## config.mk

```make
export PLATFORM = sky130hd
export DESIGN_NAME = blur_frame_sequencer_flat
export DESIGN_NICKNAME = d
export VERILOG_FILES = /design/src/rtl/blur_pkg.sv /design/src/rtl/blur_frame_sequencer_if.sv /design/src/rtl/blur_flag_debouncer.sv /design/src/rtl/blur_frame_sequencer.sv /design/src/flat_wrapper.sv
export SDC_FILE = /design/constraint.sdc
export NUM_CORES = 1
export LEC_CHECK = 0
export ABC_AREA = 0
export ABC_CLOCK_PERIOD_IN_PS = 6650
export CAP_MARGIN = 20
export CORE_MARGIN = 8
export CORE_UTILIZATION = 68
export CTS_CLUSTER_SIZE = 25
export DETAILED_ROUTE_END_ITERATION = 10
export DONT_BUFFER_PORTS = 1
export PLACE_DENSITY = 0.91
export SLEW_MARGIN = 40
export SYNTH_ARGS = -nofsm -noshare
export SYNTH_HDL_FRONTEND = slang
export SYNTH_HIERARCHICAL = 1
export SYNTH_SLANG_ARGS = --single-unit
```

## constraint.sdc

```tcl
create_clock -name clk -period 6.65 [get_ports clk]
set_input_delay 1.33 -clock clk [delete_from_list [all_inputs] [get_ports clk]]
set_output_delay 1.33 -clock clk [all_outputs]
set_load 0.01 [all_outputs]
```

## src/rtl/blur_pkg.sv

```systemverilog
// Shared types and constants for the blurring filter frame sequencer.
//   state_t       : frame-tracking FSM states
//   pixel_t       : 12-bit pixel word carried by the filter datapath
//   PIXEL_COUNT_W : width of the per-frame beat counter
package blur_pkg;

  typedef enum logic [1:0] {
    WAIT_SOP = 2'd0,
    IN_FRAME = 2'd1,
    DRAIN    = 2'd2
  } state_t;

  typedef logic [11:0] pixel_t;

  localparam int PIXEL_COUNT_W = 32;

endpackage

```

## src/rtl/blur_frame_sequencer_if.sv

```systemverilog
// Snooped streaming handshake of the blurring filter.
//   in_*  : filter input side (valid/ready/startofpacket/endofpacket)
//   out_* : filter output side (valid/ready/startofpacket/endofpacket)
// master drives the handshake (the stream environment), slave observes it
// (the sequencer only listens, it never drives these wires).
interface blur_frame_sequencer_if;
  logic in_valid;
  logic in_ready;
  logic in_sop;
  logic in_eop;
  logic out_valid;
  logic out_ready;
  logic out_sop;
  logic out_eop;

  modport master (
    output in_valid, in_ready, in_sop, in_eop,
    output out_valid, out_ready, out_sop, out_eop
  );

  modport slave (
    input in_valid, in_ready, in_sop, in_eop,
    input out_valid, out_ready, out_sop, out_eop
  );
endinterface

```

## src/rtl/blur_flag_debouncer.sv

```systemverilog
// Debounces the requested kernel size across frame boundaries.
//   clk, reset_n : clock, synchronous active-low reset
//   update       : one cycle per completed input frame (input EOP beat)
//   req          : requested kernel size sampled on update
//   candidate    : value currently being qualified
//   stable_ok    : candidate has held for at least STABLE_FRAMES frames
module blur_flag_debouncer #(
  parameter int STABLE_FRAMES = 3
) (
  input  logic clk,
  input  logic reset_n,
  input  logic update,
  input  logic req,
  output logic candidate,
  output logic stable_ok
);

  localparam int SW = $clog2(STABLE_FRAMES + 1);

  logic [SW-1:0] stable_cnt;

  always_ff @(posedge clk) begin
    if (!reset_n) begin
      candidate  <= 1'b0;
      stable_cnt <= '0;
    end else if (update) begin
      if (req == candidate) begin
        if (stable_cnt < SW'(STABLE_FRAMES))
          stable_cnt <= stable_cnt + SW'(1);
      end else begin
        candidate  <= req;
        stable_cnt <= SW'(1);
      end
    end
  end

  assign stable_ok = (stable_cnt >= SW'(STABLE_FRAMES));

endmodule

```

## src/rtl/blur_frame_sequencer.sv

```systemverilog
// Frame-level controller for the blurring filter streaming datapath.
// Tracks frame boundaries on the snooped filter handshake, applies kernel
// size and bypass only between frames, counts pixels/frames and flags
// malformed frames and drain stalls.
//   clk, reset_n          : clock, synchronous active-low reset
//   bus                   : snooped filter input/output handshake (slave)
//   req_freq_flag         : requested kernel size (debounced over frames)
//   req_bypass            : requested bypass
//   freq_flag, bypass     : applied configuration to the filter
//   frame_active          : high in IN_FRAME and DRAIN
//   pixel_count           : input beats accepted in the current frame
//   frame_count           : completed frames (wraps)
//   err_len/sop/timeout   : one-cycle error pulses
//
// state    | meaning
// WAIT_SOP | idle between frames, waiting for an input SOP beat
// IN_FRAME | counting input beats until input EOP
// DRAIN    | input done, waiting for output EOP or drain timeout
module blur_frame_sequencer
  import blur_pkg::*;
#(
  parameter int IMAGE_WIDTH   = 320,
  parameter int IMAGE_HEIGHT  = 240,
  parameter int STABLE_FRAMES = 3,
  parameter int DRAIN_TIMEOUT = 4096
) (
  input  logic                     clk,
  input  logic                     reset_n,
  blur_frame_sequencer_if.slave    bus,
  input  logic                     req_freq_flag,
  input  logic                     req_bypass,
  output logic                     freq_flag,
  output logic                     bypass,
  output logic                     frame_active,
  output logic [PIXEL_COUNT_W-1:0] pixel_count,
  output logic [15:0]              frame_count,
  output logic                     err_len,
  output logic                     err_sop,
  output logic                     err_timeout
);

  localparam logic [PIXEL_COUNT_W-1:0] FRAME_PIXELS =
    PIXEL_COUNT_W'(IMAGE_WIDTH * IMAGE_HEIGHT);
  localparam int TW = $clog2(DRAIN_TIMEOUT + 1);

  state_t                   state, state_d;
  logic [TW-1:0]            drain_timer, timer_d;
  logic [PIXEL_COUNT_W-1:0] pixel_d, final_count;
  logic [15:0]              frame_d;
  logic                     freq_d, bypass_d;
  logic                     err_len_d, err_sop_d, err_to_d;
  logic                     in_beat, out_beat, commit, dbn_update;
  logic                     candidate, stable_ok;
  logic                     unused_out_sop;

  // Output-side SOP is not monitored.
  assign unused_out_sop = bus.out_sop;

  blur_flag_debouncer #(
    .STABLE_FRAMES(STABLE_FRAMES)
  ) u_debouncer (
    .clk      (clk),
    .reset_n  (reset_n),
    .update   (dbn_update),
    .req      (req_freq_flag),
    .candidate(candidate),
    .stable_ok(stable_ok)
  );

  always_comb begin
    in_beat     = bus.in_valid && bus.in_ready;
    out_beat    = bus.out_valid && bus.out_ready;
    final_count = pixel_count + PIXEL_COUNT_W'(1);
    state_d     = state;
    timer_d     = drain_timer;
    pixel_d     = pixel_count;
    frame_d     = frame_count;
    freq_d      = freq_flag;
    bypass_d    = bypass;
    err_len_d   = 1'b0;
    err_sop_d   = 1'b0;
    err_to_d    = 1'b0;
    dbn_update  = 1'b0;
    commit      = 1'b0;

    case (state)
      WAIT_SOP: begin
        if (in_beat && bus.in_sop) begin
          pixel_d = PIXEL_COUNT_W'(1);
          state_d = IN_FRAME;
        end
      end
      IN_FRAME: begin
        if (in_beat) begin
          // EOP wins over a coincident SOP.
          if (bus.in_eop) begin
            pixel_d    = final_count;
            err_len_d  = (final_count != FRAME_PIXELS);
            dbn_update = 1'b1;
            timer_d    = '0;
            state_d    = DRAIN;
          end else if (bus.in_sop) begin
            err_sop_d = 1'b1;
            pixel_d   = PIXEL_COUNT_W'(1);
          end else begin
            pixel_d = final_count;
          end
        end
      end
      DRAIN: begin
        timer_d = drain_timer + TW'(1);
        if (out_beat && bus.out_eop) begin
          frame_d = frame_count + 16'd1;
          commit  = 1'b1;
          state_d = WAIT_SOP;
        end else if (drain_timer == TW'(DRAIN_TIMEOUT - 1)) begin
          // A stalled drain still releases the pending configuration.
          err_to_d = 1'b1;
          commit   = 1'b1;
          state_d  = WAIT_SOP;
        end
      end
      default: state_d = WAIT_SOP;
    endcase

    if (commit) begin
      bypass_d = req_bypass;
      if (stable_ok)
        freq_d = candidate;
    end
  end

  always_ff @(posedge clk) begin
    if (!reset_n) begin
      state        <= WAIT_SOP;
      drain_timer  <= '0;
      pixel_count  <= '0;
      frame_count  <= '0;
      freq_flag    <= 1'b0;
      bypass       <= 1'b0;
      frame_active <= 1'b0;
      err_len      <= 1'b0;
      err_sop      <= 1'b0;
      err_timeout  <= 1'b0;
    end else begin
      state        <= state_d;
      drain_timer  <= timer_d;
      pixel_count  <= pixel_d;
      frame_count  <= frame_d;
      freq_flag    <= freq_d;
      bypass       <= bypass_d;
      frame_active <= (state_d != WAIT_SOP);
      err_len      <= err_len_d;
      err_sop      <= err_sop_d;
      err_timeout  <= err_to_d;
    end
  end

endmodule

```

## src/flat_wrapper.sv

```systemverilog
// flat-port wrapper written by rule: the top's interface ports become plain ports
module blur_frame_sequencer_flat import blur_pkg::*;
#(
  parameter int IMAGE_WIDTH   = 320,
  parameter int IMAGE_HEIGHT  = 240,
  parameter int STABLE_FRAMES = 3,
  parameter int DRAIN_TIMEOUT = 4096
)
  (clk, reset_n, req_freq_flag, req_bypass, freq_flag, bypass, frame_active, pixel_count, frame_count, err_len, err_sop, err_timeout, bus_in_valid, bus_in_ready, bus_in_sop, bus_in_eop, bus_out_valid, bus_out_ready, bus_out_sop, bus_out_eop);
  blur_frame_sequencer_if bus_i ();
  input  logic clk;
  input  logic reset_n;
  input  logic req_freq_flag;
  input  logic req_bypass;
  output logic freq_flag;
  output logic bypass;
  output logic frame_active;
  output logic [PIXEL_COUNT_W-1:0] pixel_count;
  output logic [15:0] frame_count;
  output logic err_len;
  output logic err_sop;
  output logic err_timeout;
  input wire logic [$bits(bus_i.in_valid)-1:0] bus_in_valid;
  input wire logic [$bits(bus_i.in_ready)-1:0] bus_in_ready;
  input wire logic [$bits(bus_i.in_sop)-1:0] bus_in_sop;
  input wire logic [$bits(bus_i.in_eop)-1:0] bus_in_eop;
  input wire logic [$bits(bus_i.out_valid)-1:0] bus_out_valid;
  input wire logic [$bits(bus_i.out_ready)-1:0] bus_out_ready;
  input wire logic [$bits(bus_i.out_sop)-1:0] bus_out_sop;
  input wire logic [$bits(bus_i.out_eop)-1:0] bus_out_eop;
  assign bus_i.in_valid = bus_in_valid;
  assign bus_i.in_ready = bus_in_ready;
  assign bus_i.in_sop = bus_in_sop;
  assign bus_i.in_eop = bus_in_eop;
  assign bus_i.out_valid = bus_out_valid;
  assign bus_i.out_ready = bus_out_ready;
  assign bus_i.out_sop = bus_out_sop;
  assign bus_i.out_eop = bus_out_eop;
  blur_frame_sequencer #(.IMAGE_WIDTH(IMAGE_WIDTH), .IMAGE_HEIGHT(IMAGE_HEIGHT), .STABLE_FRAMES(STABLE_FRAMES), .DRAIN_TIMEOUT(DRAIN_TIMEOUT)) u_core (.clk(clk), .reset_n(reset_n), .bus(bus_i), .req_freq_flag(req_freq_flag), .req_bypass(req_bypass), .freq_flag(freq_flag), .bypass(bypass), .frame_active(frame_active), .pixel_count(pixel_count), .frame_count(frame_count), .err_len(err_len), .err_sop(err_sop), .err_timeout(err_timeout));
endmodule
```

==> impl_metrics.env, run 1 <==
export IMPL_ys_seq_area_share_pct=36.90
export IMPL_grt_pass1_vias=3416
export IMPL_post_cts_resize_count=0
export IMPL_yosys_top_cells_count="dfxtp_1 (72), nor2_1 (61), nand2_1 (37), a21oi_1 (36), clkbuf_1 (24)"
export IMPL_cts_tree="done"
export IMPL_p_clk_share_pct=42.1
export IMPL_final_max_slew_violation_count=0
export IMPL_synth_xor_area_share_pct=4.901
export IMPL_fin_skew_ps=8.768
export IMPL_hold_viol_final=0
export IMPL_min_from="u_core/drain_timer[4]$_SDFFE_PN0P_"
export IMPL_synth_edff_count=0
export IMPL_synth_top_flop_cell="dfxtp_1"
export IMPL_numCtsBuffers=9
export IMPL_start_util_pct=70.51
export IMPL_path_clk_slew_ps=90
export IMPL_synthAdderAreaFrac_pct=1.281
export IMPL_power_total_w=0.0007911
export IMPL_cts_setup_buffers=0
export IMPL_root_buffer="clkbuf_8"
export IMPL_reg2reg_from="u_core/pixel_count[0]$_SDFFE_PN0P_"
export IMPL_drt_first_pass_iters=5
export IMPL_max_clock_freq_mhz=340.0
export IMPL_p_int_w=0.0005808
export IMPL_wl_per_cell_microns=17.88
export IMPL_synthSimpleGateAreaFrac_pct=32.77
export IMPL_grt_max_degree=43
export IMPL_syn_nets=506
export IMPL_ys_async_sr_fraction_pct=0
export IMPL_setup_tns_ps=0
export IMPL_cts_sinks=72
export IMPL_worstPathMaxFanout=13
export IMPL_via_count=3676
export IMPL_vias_per_cell=6.733
export IMPL_hold_path_class="reg2reg"
export IMPL_antenna_cells=0
export IMPL_ir_worst_vdd_uv=175.1
export IMPL_drt_iter0_drc=300
export IMPL_clkLatencyLatePin_ps=350
export IMPL_slew_headroom_pct=50.46
export IMPL_cp_required_ps=6920
export IMPL_outcome="completed"
export IMPL_chipHeight_microns=91.79
export IMPL_pwr_share_comb_pct=3.0
export IMPL_wirelength_mm=9.762
export IMPL_cts_max_level=3
export IMPL_path_buf_inv=0
export IMPL_worst_slew_pin_slew_ps=740.7
export IMPL_cp_slowest_stage_delay_ps=620
export IMPL_grt_overflow=0
export IMPL_die_area_sq_um=8425
export IMPL_syn_to_final_growth_pct=3.908
export IMPL_placed_area_sq_um=3874
export IMPL_start_kind="register"
export IMPL_drive_gt1_share_pct=7.384
export IMPL_synth_seq_cells=72
export IMPL_finalCritPeriodShare_pct=44.23
export IMPL_cpMostUsedCell="nand3_1"
export IMPL_avgSynthCellArea_sq_um=7.972
export IMPL_grt_usage_pct=22.98
export IMPL_p_seq_share_pct=54.9
export IMPL_slowest_stage="nor4_4"
export IMPL_switchingPower_w=0.0002103
export IMPL_cpLargestDelayFamily="simple AND/OR/NAND/NOR gates"
export IMPL_min_period_ps=2941
export IMPL_crit_chain="ha_1 -> nand3_1 -> nor4_4 -> nand3_1 -> xor2_1 -> a31o_1 -> a31oi_1"
export IMPL_detail_route_antenna_nets=0
export IMPL_crit_type="reg2reg"
export IMPL_synth_top_family_by_area="simple AND/OR/NAND/NOR gates"
export IMPL_synth_compound_area_share_pct=17.33
export IMPL_p_leak_nw=1.431
export IMPL_setup_viol_count_final=0
export IMPL_grt_pass1_wl_mm=16.21
export IMPL_synth_top_area_cell="dfxtp_1"
export IMPL_r2r_slack_ps=3710
export IMPL_netlist_instances=490
export IMPL_power_density_nw_per_um2=194.9
export IMPL_place_hpwl_mm=6.502
export IMPL_routabilityCongestion=0.8469
export IMPL_crit_arrival_ps=3210
export IMPL_core_area_sq_um=5540
export IMPL_critPathCaptureType="register"
export IMPL_cts_hold_buf=0
export IMPL_fin_hold_ws_ps=509.6
export IMPL_max_cap_violations=0
export IMPL_syn_area_sq_um=3906
export IMPL_clk_path_buf_depth=2
export IMPL_ios=66
export IMPL_antenna_found_initial=0
export IMPL_drc_errors=0
export IMPL_critPathLaunch="u_core/pixel_count[0]$_SDFFE_PN0P_"
export IMPL_rows=27
export IMPL_synth_area_mux_share_pct=2.114
export IMPL_fp_dieW_microns=91.79
export IMPL_nets=485
export IMPL_portBuffers=0
export IMPL_yosysMostFrequentCell="dfxtp_1"
export IMPL_fin_area_sq_um=4059
export IMPL_synth_top_cells_by_area="dfxtp_1 (37%), nor2_1 (5.9%), a21oi_1 (4.6%)"
export IMPL_switching_share_pct=26.58
export IMPL_rsz0062_at_grt="no"
export IMPL_post_synth_num_cell_types=58
export IMPL_synth_top_area_share_pct=36.90
export IMPL_yosys_warnings=6
worst paths after layout:
kind | depth (start not counted) | to
worst max-delay path | 7 | u_core/err_len$_SDFF_PN0_
worst min-delay path | 2 | u_core/drain_timer[4]$_SDFFE_PN0P_
worst max register to register | 7 | u_core/err_len$_SDFF_PN0_
worst min register to register | 2 | u_core/drain_timer[4]$_SDFFE_PN0P_
tightest hold or removal path: cells and delay by family (launching register included):
kind | cells | cell delay, ps
AND/OR/NAND/NOR | 1 | 70
AO/OA/AOI/OAI | 1 | 50
flip-flops | 1 | 340
power groups by stage:
stage | Combinational, W | Sequential, W | Clock, W
floorplan | 0.0000181 | 0.000444 | 0
global placement | 0.0000217 | 0.000445 | 0
CTS | 0.0000231 | 0.000434 | 0.000334
finish | 0.0000234 | 0.000434 | 0.000333
global route | 0.0000260 | 0.000435 | 0.000357
detailed placement | 0.0000228 | 0.000445 | 0
layer usage:
metal | part of all wire (%) | global-route usage (%) | vias up | routed length (microns)
met5 | 0 | 0 | - | 0
met4 | 1.9 | 11.01 | 0 | 185
met3 | 8.7 | 6.601 | 21 | 849
met2 | 50 | 38.24 | 162 | 4891
met1 | 39 | 26.60 | 1737 | 3836
li1 | - | - | 1756 | -
flip-flops by register name, summed over array words and instances (netlist names):
| signal | cells |
|---|---|
| u_core/u_debouncer/stable_cnt | 2 |
| u_core/pixel_count | 32 |
| u_core/bypass | 1 |
| u_core/u_debouncer/candidate | 1 |
| u_core/frame_active | 1 |
| u_core/freq_flag | 1 |
| u_core/err_timeout | 1 |
| u_core/err_sop | 1 |
| u_core/state | 2 |
| u_core/err_len | 1 |
| u_core/drain_timer | 13 |
| u_core/frame_count | 16 |
kinds of logic after synthesis:
logic type | count (synthesis)
simple gates | 237
compound gates | 106
flops | 72
buf+inv | 42
xor+xnor | 21
mux | 8
fa+ha+maj | 4
area by class of cell:
cell class,instances,area (sq um)
Multi-Input combinational cell,376,2293
Tap cell,72,90.09
Fill cell,418,1481
Clock buffer,9,123.9
Clock inverter,7,61.31
Timing Repair Buffer,3,22.52
Sequential cell,72,1441
Inverter,7,26.28
stage by stage:
step           util [%]  instances  setup WS, ps
2_1_floorplan         -        490          4004
3_3_place_gp      69.78        530          3705
3_5_place_dp      69.92        530          3737
4_1_cts           73.26        546          3731
5_1_grt           73.26        546          3507
6_report          73.26        546          3709
cell usage in the layout, fill, tap and decap left out, drive strengths merged, types with 3 or more instances in the layout:
cell type	count
nand4b	9
and3	10
a21boi	4
nor4	14
a311oi	3
o21ai	22
and4	8
o211a	7
and2	6
xnor2	9
nand2b	6
nor2b	4
o21a	4
inv	10
dfxtp	72
nor3	20
or3	10
a31oi	7
a31o	3
or2	3
mux2i	6
xor2	12
ha	4
nand4	20
buf	3
clkbuf	9
o211ai	3
a22oi	6
a21oi	36
nor2	61
nand2	37
nand3	23
Note: power is estimated with default switching activity, not from simulation.
==> run 2, diff against run 1 <==
--- a/config.mk
+++ b/config.mk
@@ -6,14 +6,14 @@
 export NUM_CORES = 1
 export LEC_CHECK = 0
 export ABC_AREA = 0
-export ABC_CLOCK_PERIOD_IN_PS = 6650
+export ABC_CLOCK_PERIOD_IN_PS = 2600
 export CAP_MARGIN = 20
 export CORE_MARGIN = 8
-export CORE_UTILIZATION = 68
+export CORE_UTILIZATION = 57
 export CTS_CLUSTER_SIZE = 25
 export DETAILED_ROUTE_END_ITERATION = 10
 export DONT_BUFFER_PORTS = 1
-export PLACE_DENSITY = 0.91
+export PLACE_DENSITY = 0.82
 export SLEW_MARGIN = 40
 export SYNTH_ARGS = -nofsm -noshare
 export SYNTH_HDL_FRONTEND = slang
==> constraint.sdc (replaced) <==
create_clock -name clk -period 2.6 [get_ports clk]
set_input_delay 0.52 -clock clk [delete_from_list [all_inputs] [get_ports clk]]
set_output_delay 0.52 -clock clk [all_outputs]
set_load 0.01 [all_outputs]
==> impl_metrics.env, run 2 (same netlist as run 1, synthesis figures left out) <==
export IMPL_outcome="completed"
export IMPL_crit_type="reg2reg"
export IMPL_portBuffers=0
export IMPL_chipHeight_microns=98.79
export IMPL_final_common_cell="dfxtp_1"
export IMPL_via_count=3750
export IMPL_final_cell_mix="dfxtp_1 (72), nor2_1 (61), nand2_1 (37), a21oi_1 (36), buf_4 (24)"
export IMPL_cts_hold_buf=0
export IMPL_crit_arrival_ps=2660
export IMPL_place_hpwl_mm=6.980
export IMPL_grt_usage_pct=20.62
export IMPL_start_kind="register"
export IMPL_grt_pass1_vias=3382
export IMPL_reg_top3="u_core/pixel_count x32, u_core/frame_count x16, u_core/drain_timer x13"
export IMPL_cts_setup_buffers=0
export IMPL_rows=30
export IMPL_grt_pass1_wl_mm=16.62
export IMPL_hold_path_class="in2reg"
export IMPL_min_period_ps=2433
export IMPL_p_leak_nw=1.552
export IMPL_max_cap_violations=0
export IMPL_routabilityCongestion=0.8475
export IMPL_drt_iter0_drc=262
export IMPL_vias_per_cell=6.510
export IMPL_pwr_share_comb_pct=3.3
export IMPL_path_clk_slew_ps=80
export IMPL_nets=507
export IMPL_grt_overflow=0
export IMPL_drive_gt1_share_pct=11.29
export IMPL_setup_slack_ps=167.4
export IMPL_final_max_slew_violation_count=0
export IMPL_die_area_sq_um=9758
export IMPL_largest_register_ffs=32
export IMPL_ir_worst_vdd_uv=312.3
export IMPL_numCtsBuffers=9
export IMPL_worstPathMaxFanout=10
export IMPL_root_buffer="clkbuf_8"
export IMPL_p_seq_share_pct=54.9
export IMPL_power_density_nw_per_um2=477.1
export IMPL_wl_per_cell_microns=17.60
export IMPL_start_util_pct=58.14
export IMPL_rsz0062_at_grt="no"
export IMPL_hold_depth=1
export IMPL_largest_register="u_core/pixel_count"
export IMPL_ios=66
export IMPL_grt_max_degree=46
export IMPL_fin_skew_ps=14.60
export IMPL_worst_slew_pin_slew_ps=567.8
export IMPL_cts_tree="done"
export IMPL_p_clk_share_pct=41.9
export IMPL_slew_headroom_pct=62.15
export IMPL_core_area_sq_um=6719
export IMPL_cts_max_level=3
export IMPL_antenna_cells=0
export IMPL_reg2reg_depth=6
export IMPL_clk_path_buf_depth=2
export IMPL_setup_viol_count_final=0
export IMPL_post_place_ws_ps=297.6
export IMPL_clkLatencyLatePin_ps=360
export IMPL_p_int_w=0.001490
export IMPL_detail_route_antenna_nets=0
export IMPL_syn_to_final_growth_pct=8.520
export IMPL_finalCritPeriodShare_pct=93.56
export IMPL_antenna_found_initial=0
export IMPL_drt_first_pass_iters=6
export IMPL_switchingPower_w=0.0005330
export IMPL_cts_sinks=72
export IMPL_setup_tns_ps=0
export IMPL_drc_errors=0
export IMPL_cp_required_ps=2830
export IMPL_hold_viol_final=0
export IMPL_switching_share_pct=26.35
export IMPL_fp_dieW_microns=98.79
export IMPL_post_cts_resize_count=0
export IMPL_max_clock_freq_mhz=411.1
export IMPL_critPathCaptureType="register"
export IMPL_wirelength_mm=10.14
-- run 2: cell types whose count changed in the layout (fill, tap and decap cells not counted) --
cell,delta
buf_4,+21
and3_1,+1
and3_2,-1
buf_12,+1
nor3_2,+1
nor3_4,-1
-- run 2: power groups by stage --
stage	Sequential (W)	Combinational, W	Clock, W
2_1_floorplan	0.00114	0.0000464	0
3_3_place_gp	0.00114	0.0000632	0
3_5_place_dp	0.00114	0.0000643	0
4_1_cts	0.00111	0.0000648	0.000866
5_1_grt	0.00111	0.0000717	0.000917
6_report	0.00111	0.0000657	0.000847
-- run 2: through the flow --
| stage | power (W) | util (%) | hold slack [ps] | std cells | cell area (sq um) |
|---|---|---|---|---|---|
| 2_1_floorplan | 0.001182 | - | 453.1 | 490 | 3906 |
| 3_3_place_gp | 0.001199 | 60.34 | 470.9 | 560 | 4054 |
| 3_5_place_dp | 0.001200 | 60.34 | 478.0 | 560 | 4054 |
| 4_1_cts | 0.002040 | 63.09 | 211.9 | 576 | 4239 |
| 5_1_grt | 0.002100 | 63.09 | 211.0 | 576 | 4239 |
| 6_report | 0.002023 | 63.09 | 230.1 | 576 | 4239 |
-- run 2: final timing paths --
kind	startpoint	to	slack [ps]
worst max-delay path	u_core/pixel_count[16]$_SDFFE_PN0P_	u_core/err_len$_SDFF_PN0_	170
worst min-delay path	bus_in_eop	u_core/err_sop$_SDFF_PP0_	230
worst max register to register	u_core/pixel_count[16]$_SDFFE_PN0P_	u_core/err_len$_SDFF_PN0_	170
worst min register to register	u_core/drain_timer[2]$_SDFFE_PN0P_	u_core/drain_timer[2]$_SDFFE_PN0P_	490
-- run 2: routing by layer --
metal  GRT usage (%)  routed length (microns)  vias to the layer above
met2           33.78                     4986                      144
met5               0                        0                        -
li1                -                        -                     1794
met3           6.413                      834                       22
met4           8.264                      159                        0
met1           24.42                     4154                     1790
-- run 2: worst max-delay path, cell delays in order, from the launching register on --
cell and delay (ps):
dfxtp_1 550, and4_1 400, and3_1 420, nand4_1 250, xnor2_1 200, nor4_1 350, a31oi_1 130
-- run 2: layout make-up --
| class | count | area, sq um |
|---|---|---|
| inverters | 7 | 26.28 |
| clock inverters | 7 | 61.31 |
| flip-flops and latches | 72 | 1441 |
| fillers | 571 | 2480 |
| repair buffers | 25 | 200.2 |
| clock buffers | 9 | 123.9 |
| well taps | 80 | 100.1 |
| multi-input cells | 376 | 2286 |
==> run 3, diff against run 2 <==
--- a/config.mk
+++ b/config.mk
@@ -9,11 +9,11 @@
 export ABC_CLOCK_PERIOD_IN_PS = 2600
 export CAP_MARGIN = 20
 export CORE_MARGIN = 8
-export CORE_UTILIZATION = 57
+export CORE_UTILIZATION = 33
 export CTS_CLUSTER_SIZE = 25
 export DETAILED_ROUTE_END_ITERATION = 10
 export DONT_BUFFER_PORTS = 1
-export PLACE_DENSITY = 0.82
+export PLACE_DENSITY = 0.55
 export SLEW_MARGIN = 40
 export SYNTH_ARGS = -nofsm -noshare
 export SYNTH_HDL_FRONTEND = slang
==> impl_metrics.env, run 3 (same netlist as run 1, synthesis figures left out) <==
export IMPL_fp_dieW_microns=124.8
export IMPL_rows=39
export IMPL_power_density_nw_per_um2=567.8
export IMPL_p_leak_nw=1.634
export IMPL_max_clock_freq_mhz=432.4
export IMPL_largest_register_ffs=32
export IMPL_drc_errors=0
export IMPL_r2r_slack_ps=290
export IMPL_outcome="completed"
export IMPL_cts_tree="done"
export IMPL_min_period_ps=2312
export IMPL_place_hpwl_mm=7.346
export IMPL_antenna_cells=0
export IMPL_worst_slew_pin_slew_ps=706.8
export IMPL_start_kind="register"
export IMPL_fill_cells=1148
export IMPL_grt_pass1_vias=3445
export IMPL_setup_tns_ps=0
export IMPL_start_util_pct=34.06
export IMPL_min_from="bus_in_eop"
export IMPL_slew_headroom_pct=52.88
export IMPL_max_cap_violations=0
export IMPL_hold_depth=1
export IMPL_crit_arrival_ps=2520
export IMPL_cts_hold_buf=0
export IMPL_root_buffer="clkbuf_16"
export IMPL_reg2reg_to="u_core/err_len$_SDFF_PN0_"
export IMPL_reg_top3="u_core/pixel_count x32, u_core/frame_count x16, u_core/drain_timer x13"
export IMPL_crit_type="reg2reg"
export IMPL_worstPathMaxFanout=21
export IMPL_drt_iter0_drc=232
export IMPL_final_common_cell="dfxtp_1"
export IMPL_dp_cells=625
export IMPL_stdcell_count=640
export IMPL_cts_setup_buffers=0
export IMPL_hold_viol_final=0
export IMPL_path_clk_slew_ps=60
export IMPL_grt_max_degree=40
export IMPL_final_cell_mix="dfxtp_1 (72), nor2_1 (61), nand2_1 (37), a21oi_1 (36), buf_4 (26)"
export IMPL_hold_path_class="in2reg"
export IMPL_ff_latch_area_sq_um=1441
export IMPL_nets=509
export IMPL_cp_required_ps=2810
export IMPL_cts_sinks=72
export IMPL_portBuffers=0
export IMPL_finalCritPeriodShare_pct=88.94
export IMPL_grt_usage_pct=13.54
export IMPL_ios=66
export IMPL_wirelength_mm=10.72
export IMPL_syn_to_final_growth_pct=14.61
export IMPL_power_total_w=0.002542
export IMPL_ir_worst_vdd_uv=311.2
export IMPL_vias_per_cell=5.645
export IMPL_numCtsBuffers=9
export IMPL_via_count=3613
export IMPL_drt_first_pass_iters=4
export IMPL_drive_gt1_share_pct=11.67
export IMPL_grt_overflow=0
export IMPL_worstHoldEndpoint="u_core/err_sop$_SDFF_PP0_"
export IMPL_fin_skew_ps=8.701
export IMPL_clk_path_buf_depth=2
export IMPL_reg2reg_depth=7
export IMPL_rsz0062_at_grt="no"
export IMPL_largest_register="u_core/pixel_count"
export IMPL_chipHeight_microns=124.8
export IMPL_final_max_slew_violation_count=0
export IMPL_core_area_sq_um=11470
export IMPL_detail_route_antenna_nets=0
export IMPL_post_cts_resize_count=0
export IMPL_critPathCaptureType="register"
export IMPL_wl_per_cell_microns=16.74
export IMPL_grt_pass1_wl_mm=17.55
export IMPL_reg2reg_from="u_core/pixel_count[3]$_SDFFE_PN0P_"
export IMPL_multi_input_area_sq_um=2286
export IMPL_clkLatencyLatePin_ps=340
export IMPL_routabilityCongestion=0.7734
export IMPL_setup_viol_count_final=0
export IMPL_antenna_found_initial=0
export IMPL_cts_max_level=3
export IMPL_die_area_sq_um=15580
run 3: changes by cell type in the layout (fill, tap and decap cells not counted):
| cell | change |
|---|---|
| clkbuf_16 | +9 |
| clkbuf_8 | -7 |
| buf_4 | +2 |
| bufinv_16 | +2 |
| inv_6 | -2 |
| clkinv_1 | -1 |
| clkinv_4 | -1 |
| clkinvlp_4 | -1 |
| inv_2 | +1 |
| inv_8 | -1 |
run 3: report_power, final:
| group | internal [W] | switching (W) |
|---|---|---|
| clock | 0.000890 | 0.000472 |
| combinational | 0.0000208 | 0.0000477 |
| sequential | 0.00111 | 0.00000398 |
run 3: critical path, stage by stage, from the launching register on:
cell and delay [ps]:
dfxtp_1 530, nand4_2 250, nor4_2 320, buf_4 280, nand4_1 180, xnor2_1 190, nor4_1 310, a31oi_1 120
run 3: per-layer routing:
layer / up-vias / GRT usage [%] / part of all wire (%)
met3: 9 / 4.936 / 6.9
met5: - / 0 / 0
li1: 1793 / - / -
met4: 0 / 5.670 / 1.0
met1: 1732 / 16.47 / 45
met2: 79 / 21.03 / 47
run 3: cell type report:
cell class / count / share of cell area, %
tap: 143 / 3.997
timing repair buffer: 27 / 4.807
clock inverter: 4 / 1.705
inverter: 7 / 0.5869
sequential: 72 / 32.20
clock buffer: 11 / 5.646
multi-input combinational: 376 / 51.06
run 3: worst max-delay path by stage:
stage / startpoint / endpoint / slack, ps / depth (start not counted)
after floorplan: u_core/pixel_count[0]$_SDFFE_PN0P_ / u_core/err_len$_SDFF_PN0_ / 410 / 8
after global placement: u_core/pixel_count[3]$_SDFFE_PN0P_ / u_core/err_len$_SDFF_PN0_ / 290 / 7
after detailed placement: u_core/pixel_count[3]$_SDFFE_PN0P_ / u_core/err_len$_SDFF_PN0_ / 270 / 7
after CTS: u_core/pixel_count[3]$_SDFFE_PN0P_ / u_core/err_len$_SDFF_PN0_ / 270 / 7
after global routing: u_core/pixel_count[14]$_SDFFE_PN0P_ / u_core/err_len$_SDFF_PN0_ / 60 / 6
final: u_core/pixel_count[3]$_SDFFE_PN0P_ / u_core/err_len$_SDFF_PN0_ / 290 / 7
run 3: per-stage QoR:
step	cell area, sq um	hold WS (ps)	utilization (%)	setup slack, ps
finish	4477	271.5	39.04	287.5
global route	4477	266.2	39.04	58.37
CTS	4477	259.1	39.04	270.0
detailed placement	4148	483.6	36.17	270.3
global placement	4148	475.6	36.17	287.1
floorplan	3906	453.1	-	405.6
